--- config.mk ---
export PLATFORM = sky130hd
export DESIGN_NAME = d_e_pipe_reg
export DESIGN_NICKNAME = d
export VERILOG_FILES = /design/src/rtl/d_e_pipe_reg.sv
export SDC_FILE = /design/constraint.sdc
export NUM_CORES = 1
export LEC_CHECK = 0
export ABC_CLOCK_PERIOD_IN_PS = 1800
export CAP_MARGIN = 20
export CORE_AREA = 2 2 154 156
export DETAILED_ROUTE_END_ITERATION = 10
export DIE_AREA = 0 0 156 158
export GPL_ROUTABILITY_DRIVEN = 0
export PLACE_DENSITY_LB_ADDON = 0.1
export SKIP_CTS_REPAIR_TIMING = 1
export SYNTH_ARGS = -nofsm -noshare
export SYNTH_HDL_FRONTEND = slang
export SYNTH_SLANG_ARGS = --single-unit
--- constraint.sdc ---
create_clock -name clk -period 1.8 [get_ports clk]
set_clock_uncertainty 0.15 [all_clocks]
set_input_delay 0.45 -clock clk [delete_from_list [all_inputs] [get_ports clk]]
set_output_delay 0.45 -clock clk [all_outputs]
set_load 0.1 [all_outputs]
--- src/rtl/d_e_pipe_reg.sv ---
// rtl/d_e_pipe_reg.sv - Decode/Execute pipeline register with W-stage bypass, hold, flush and Tnew countdown
module d_e_pipe_reg #(
   parameter int DW = 32,
   parameter int AW = 5,
   parameter int TW = 2
) (
   input  logic          clk,
   input  logic          reset,
   input  logic          en,
   input  logic          flush,
   input  logic [DW-1:0] D_PC,
   input  logic [DW-1:0] D_Instr,
   input  logic [DW-1:0] D_RD1,
   input  logic [DW-1:0] D_RD2,
   input  logic [AW-1:0] D_A1,
   input  logic [AW-1:0] D_A2,
   input  logic [AW-1:0] D_A3,
   input  logic [DW-1:0] D_Ext,
   input  logic [TW-1:0] D_Tnew,
   input  logic          D_Valid,
   input  logic          W_RegWrite,
   input  logic [AW-1:0] W_A3,
   input  logic [DW-1:0] W_WD,
   output logic [DW-1:0] E_PC,
   output logic [DW-1:0] E_Instr,
   output logic [DW-1:0] E_RD1,
   output logic [DW-1:0] E_RD2,
   output logic [DW-1:0] E_Ext,
   output logic [AW-1:0] E_A1,
   output logic [AW-1:0] E_A2,
   output logic [AW-1:0] E_A3,
   output logic [TW-1:0] E_Tnew,
   output logic          E_Valid
);

   logic          w_live;
   logic          byp1_d, byp2_d, byp1_e, byp2_e;
   logic [DW-1:0] rd1_d, rd2_d;
   logic [TW-1:0] tnew_d;

   // Register 0 is hardwired, so a write to it must never be forwarded.
   assign w_live = W_RegWrite && (W_A3 != '0);
   assign byp1_d = w_live && (W_A3 == D_A1);
   assign byp2_d = w_live && (W_A3 == D_A2);
   assign byp1_e = w_live && (W_A3 == E_A1);
   assign byp2_e = w_live && (W_A3 == E_A2);

   assign rd1_d  = byp1_d ? W_WD : D_RD1;
   assign rd2_d  = byp2_d ? W_WD : D_RD2;
   assign tnew_d = (D_Tnew == '0) ? '0 : D_Tnew - TW'(1);

   always_ff @(posedge clk or negedge reset) begin
      if (!reset) begin
         E_PC    <= '0;
         E_Instr <= '0;
         E_RD1   <= '0;
         E_RD2   <= '0;
         E_Ext   <= '0;
         E_A1    <= '0;
         E_A2    <= '0;
         E_A3    <= '0;
         E_Tnew  <= '0;
         E_Valid <= 1'b0;
      end else if (flush) begin
         // Bubble keeps the PC so exception/return logic still sees the macro PC.
         E_PC    <= D_PC;
         E_Instr <= '0;
         E_RD1   <= '0;
         E_RD2   <= '0;
         E_Ext   <= '0;
         E_A1    <= '0;
         E_A2    <= '0;
         E_A3    <= '0;
         E_Tnew  <= '0;
         E_Valid <= 1'b0;
      end else if (en) begin
         E_PC    <= D_PC;
         E_Instr <= D_Instr;
         E_RD1   <= rd1_d;
         E_RD2   <= rd2_d;
         E_Ext   <= D_Ext;
         E_A1    <= D_A1;
         E_A2    <= D_A2;
         E_A3    <= D_A3;
         E_Tnew  <= tnew_d;
         E_Valid <= D_Valid;
      end else begin
         // Held operands pick up register-file writes that land during the stall.
         if (byp1_e) E_RD1 <= W_WD;
         if (byp2_e) E_RD2 <= W_WD;
      end
   end

endmodule

After elaboration in Yosys (flattened, before gate mapping)
Cells that the tools add are included.
{"block": "totals", "word_cells": 50, "regBits": 178, "output_inout_bits": 178}
{"block": "op_classes", "add_sub_neg": 1, "n_reduce_logical": 10, "n_mux": 25, "eq_ne": 4}
{"op": "32-bit 2-to-1 mux", "n": 14}
{"op": "5-bit 2-to-1 mux", "n": 6}
{"op": "5-bit equality test", "n": 4}
{"op": "2-bit 2-to-1 mux", "n": 3}
{"op": "3-bit nonzero test", "n": 2}
{"op": "1-bit logical AND", "n": 5}
{"op": "5-bit nonzero test", "n": 1}
{"op": "2-bit logical NOT", "n": 1}
{"op": "1-bit 2-to-1 mux", "n": 2}
{"op": "2-bit nonzero test", "n": 1}
{"op": "2-bit by 1-bit subtractor with 2-bit output, second input constant", "n": 1}

Longest topological paths before layout
{"block": "depth", "depth_word": 6, "ltp_mapped": 7, "ltp_nobuf": 5}

Least setup slack after synthesis
No wires, ideal clock.
{"block": "synth_path", "path_type": "reg-to-reg", "start": "reg E_A2[0]", "end": "reg E_RD2[0]", "period_less_slack_ns": 2.318, "path_slack_ns": -0.518, "required_time_ns": 1.523, "path_buffers": 1, "stages_incl_launch_ff": 7, "t_arrival_ns": 2.041, "path_cell_list": "dfrtp_1 -> xnor2_1 -> nand2_1 -> and4bb_4 -> nor2_8 -> buf_6 -> a221o_1"}
{"block": "synth_via", "elab_chain_cells": 3}
{"element": "start, declared", "line": "30", "text": "output logic [AW-1:0] E_A2,"}
{"element": "start signal, assigned", "line": "60", "text": "E_A2 <= '0;"}
{"element": "start signal, assigned", "line": "72", "text": "E_A2 <= '0;"}
{"element": "start signal, assigned", "line": "83", "text": "E_A2 <= D_A2;"}
{"element": "5-bit equality test", "line": "46", "text": "assign byp2_e = w_live && (W_A3 == E_A2);"}
{"element": "1-bit logical AND", "line": "46"}
{"element": "3-bit nonzero test (no line)"}
{"element": "end signal, assigned", "line": "80", "text": "E_RD2 <= rd2_d;"}
{"element": "end, declared", "line": "27", "text": "output logic [DW-1:0] E_RD2,"}
Every way passes these cells.
A chain may end at the register's enable or synchronous reset.

Worst setup path after layout
{"block": "layout_path", "start": "in W_A3[3]", "end": "reg E_RD2[6]"}
{"block": "layout_via", "elab_chain_cells": 6, "word_cells_on_any_way": 10, "classes_between": "2 x eq/ne; 3 x mux; 5 x reduce/logical"}
{"element": "start, declared", "line": "22", "text": "input logic [AW-1:0] W_A3,"}
{"element": "5-bit nonzero test", "line": "42", "text": "assign w_live = W_RegWrite && (W_A3 != '0);"}
{"element": "1-bit logical AND", "line": "42"}
{"element": "1-bit logical AND", "line": "44", "text": "assign byp2_d = w_live && (W_A3 == D_A2);"}
{"element": "32-bit 2-to-1 mux", "line": "49", "text": "assign rd2_d = byp2_d ? W_WD : D_RD2;"}
{"element": "32-bit 2-to-1 mux", "line": "76", "text": "end else if (en) begin"}
{"element": "32-bit 2-to-1 mux", "line": "64", "text": "end else if (flush) begin"}
Several ways; a longest one is shown, not always the timed one.

==> results.yml <==
status:
  outcome: "finished with violations"
  violations: "negative setup slack"
global_route:
  grt_pass1_vias: 6934
  antenna_found_initial: 1
  grt_max_degree: 84
  track_usage: 0.217
  grt_pass1_wl_mm: 40.5
  grt_overflow: 0
power_and_ir_drop:
  net-switching-power_mw: 4.58
  seqPwrFrac: 0.357
  leakagePower_nw: 6.89
  finalPower_mw: 12.7
  power.density_mw_per_mm2: 856
  p_int_mw: 8.16
  p_comb_frac: 0.346
  max-vdd-ir-drop_v: 0.000561
  switching_share: 0.359
  power.share.clock: 0.297
routing:
  first_iter_violations: 361
  met2WireLength_mm: 13.9
  wl_met1_mm: 10.3
  post_drt_wl_per_cell_um: 20.5
  ant_nets: 0
  met3_length_mm: 2.75
  vias: 6589
  drc: 0
  highest_layer: "met4"
  vias_per_cell: 4.95
  firstDrtPassIters: 4
  routed_wl_mm: 27.2
synth:
  synth_seq_cells: 178
  synth_top_area_share: 0.579
  postSynthAreaPerCell_um2: 12.7
  ys_top_cells_by_area: "dfrtp_1 58%, mux2i_1 11%, a221o_1 7.9%"
  synth_async_sr_flop_share: 1.00
  synth_edf_count: 0
  synth_warnings: 0
  synth_cell_type_count: 34
  ys_seq_area_frac: 0.579
  synth_area_leader_cell: "dfrtp_1"
  synth-main-ff-cell: "dfrtp_1"
  synth_cells: 606
  synth_common_cells: "178 x dfrtp_1, 85 x nor2_1, 84 x mux2i_1, 62 x and3_1, 61 x a221o_1"
  synth.most_common_cell: "dfrtp_1"
  syn-num-nets: 826
  syn_area_mm2: 0.00769
timing:
  timing.fmax_mhz: 488
  tightest_slew_ns: 0.453
  fin_tns_setup_ns: -11.52
  drv_slew: 0
  slew_headroom: 0.698
  holdWs_ns: 0.244
  min_period_ns: 2.05
  rsz0062_at_grt: "true"
  final.setup.worst_slack_ns: -0.249
  setup_violations: 63
  hold_violations: 0
  fin_crit_sh: 1.14
min_path:
  hold_class: "in2async"
setup_path:
  path_buf_inv: 3
  cp-endpoint: "E_RD2[6]$_DFFE_PN0P_"
  worstPathArrival_ns: 2.21
  regToRegStartpoint: "E_A1[2]$_DFFE_PN0P_"
  crit_start: "W_A3[3]"
  rr_endpoint: "E_RD1[31]$_DFFE_PN0P_"
  cp_top_family: "compound AO/OA/AOI/OAI gates"
  crit_type: "in2reg"
  slowest_stage: "or4_4"
  crit_required_ns: 1.96
  r2r_slack_ns: -0.11
  cp_slowest_stage_delay_ns: 0.57
  r2r_cells: 6
  crit_cells: 8
  startpoint_type: "input pin"
  end_kind: "register"
  critPathMaxFanout: 8
  crit_chain: "clkbuf_2 -> or4_4 -> o21a_4 -> nand4_4 -> o31ai_4 -> buf_12 -> clkbuf_16 -> a221o_1"
clocking:
  cts_root_buf: "clkbuf_16"
  clk_latency_ns: 0.43
  cts_buffers: 17
  path_clk_slew_ns: 0.07
  cts_tree: "yes"
  htreeDepth: 4
  cts_buffer_depth: 2
  cts_sinks: 178
cells_and_area:
  fin_nets: 1248
  instances_no_fill: 1331
  drive_above_1_share: 0.319
  syn_to_final_growth_pct: 93.4
job:
  drv_cap: 0
floorplanning:
  num_io_pins: 398
  die_w_um: 156
  die_h_um: 158
  die_area_mm2: 0.0246
  start_util: 0.334
  std_cell_rows: 56
  core_area_mm2: 0.0231
place:
  numPlacedInstances: 1295
  hpwl_mm: 20.3
  port_buffers: 397
routing by layer:
| layer | track usage | vias up |
|---|---|---|
| met4 | 0.0550 | 0 |
| met3 | 0.0928 | 20 |
| met5 | 0 | - |
| met2 | 0.372 | 267 |
| met1 | 0.252 | 3265 |
| li1 | - | 3037 |
power by group through the flow:
stage | Combinational [mW] | Sequential (mW) | Clock (mW)
2_1_floorplan | 0.569 | 6.35 | 0
3_3_place_gp | 4.40 | 4.61 | 0
3_5_place_dp | 4.43 | 4.62 | 0
4_1_cts | 4.43 | 4.54 | 3.88
5_1_grt | 4.57 | 4.57 | 4.06
6_report | 4.41 | 4.54 | 3.78
how the worst min path moves through the flow:
stage                                        to  slack, ns  cells after the start
after floorplan             E_A1[0]$_DFFE_PN0P_      0.004                      0
after global placement    E_RD1[29]$_DFFE_PN0P_       0.12                      1
after detailed placement  E_RD1[22]$_DFFE_PN0P_       0.12                      1
after CTS                 E_RD1[22]$_DFFE_PN0P_      -0.35                      1
after global routing      E_RD1[22]$_DFFE_PN0P_       0.24                      2
final                     E_RD1[22]$_DFFE_PN0P_       0.24                      2
per-stage QoR:
stage                     utilization  setup WS [ns]  cell area, µm²
after floorplan                     -         -0.439            7790
after global placement          0.615         -0.942           14200
after detailed placement        0.615         -0.983           14200
after CTS                       0.640         -0.519           14800
after global routing            0.646         -0.260           14900
final                           0.646         -0.249           14900
registers in the layout, indices dropped and copies added (netlist names):
signal / count
E_PC: 32
E_A1: 5
E_Valid: 1
E_RD1: 32
E_A2: 5
E_RD2: 32
E_Instr: 32
E_Tnew: 2
E_Ext: 32
E_A3: 5
final cells by class:
type | instances | area (µm²)
Antenna cell | 1 | 2.50
Clock buffer | 18 | 439
Clock inverter | 13 | 150
Fill cell | 1760 | 8170
Multi-Input combinational cell | 375 | 3030
Sequential cell | 178 | 4460
Tap cell | 290 | 363
Timing Repair Buffer | 456 | 6440
cells by family after synthesis:
logic type / Yosys count / share of synthesized area
simple gates: 169 / 0.114
flops: 178 / 0.579
compound gates: 70 / 0.0893
xor+xnor: 20 / 0.0228
mux: 116 / 0.156
buf+inv: 53 / 0.0385
placed cells by master, fill, tap and decap left out, types with 2 or more instances in the layout:
cell type	n
mux2i_1	84
bufinv_16	2
a221o_1	61
mux2_2	32
clkbuf_2	3
clkinvlp_4	4
dfrtp_1	170
inv_6	3
buf_4	39
clkbuf_16	19
nand3_1	2
xnor2_1	7
clkinv_4	2
nand2_1	2
nand4_1	3
clkdlybuf4s50_1	207
nand2b_1	3
buf_12	194
and3_1	61
a21oi_1	2
dfrtp_2	8
buf_6	3
nor2_1	84
o22ai_1	2
dlymetal6s2s_1	6
xor2_1	12
(Power assumes the default switching activity.)
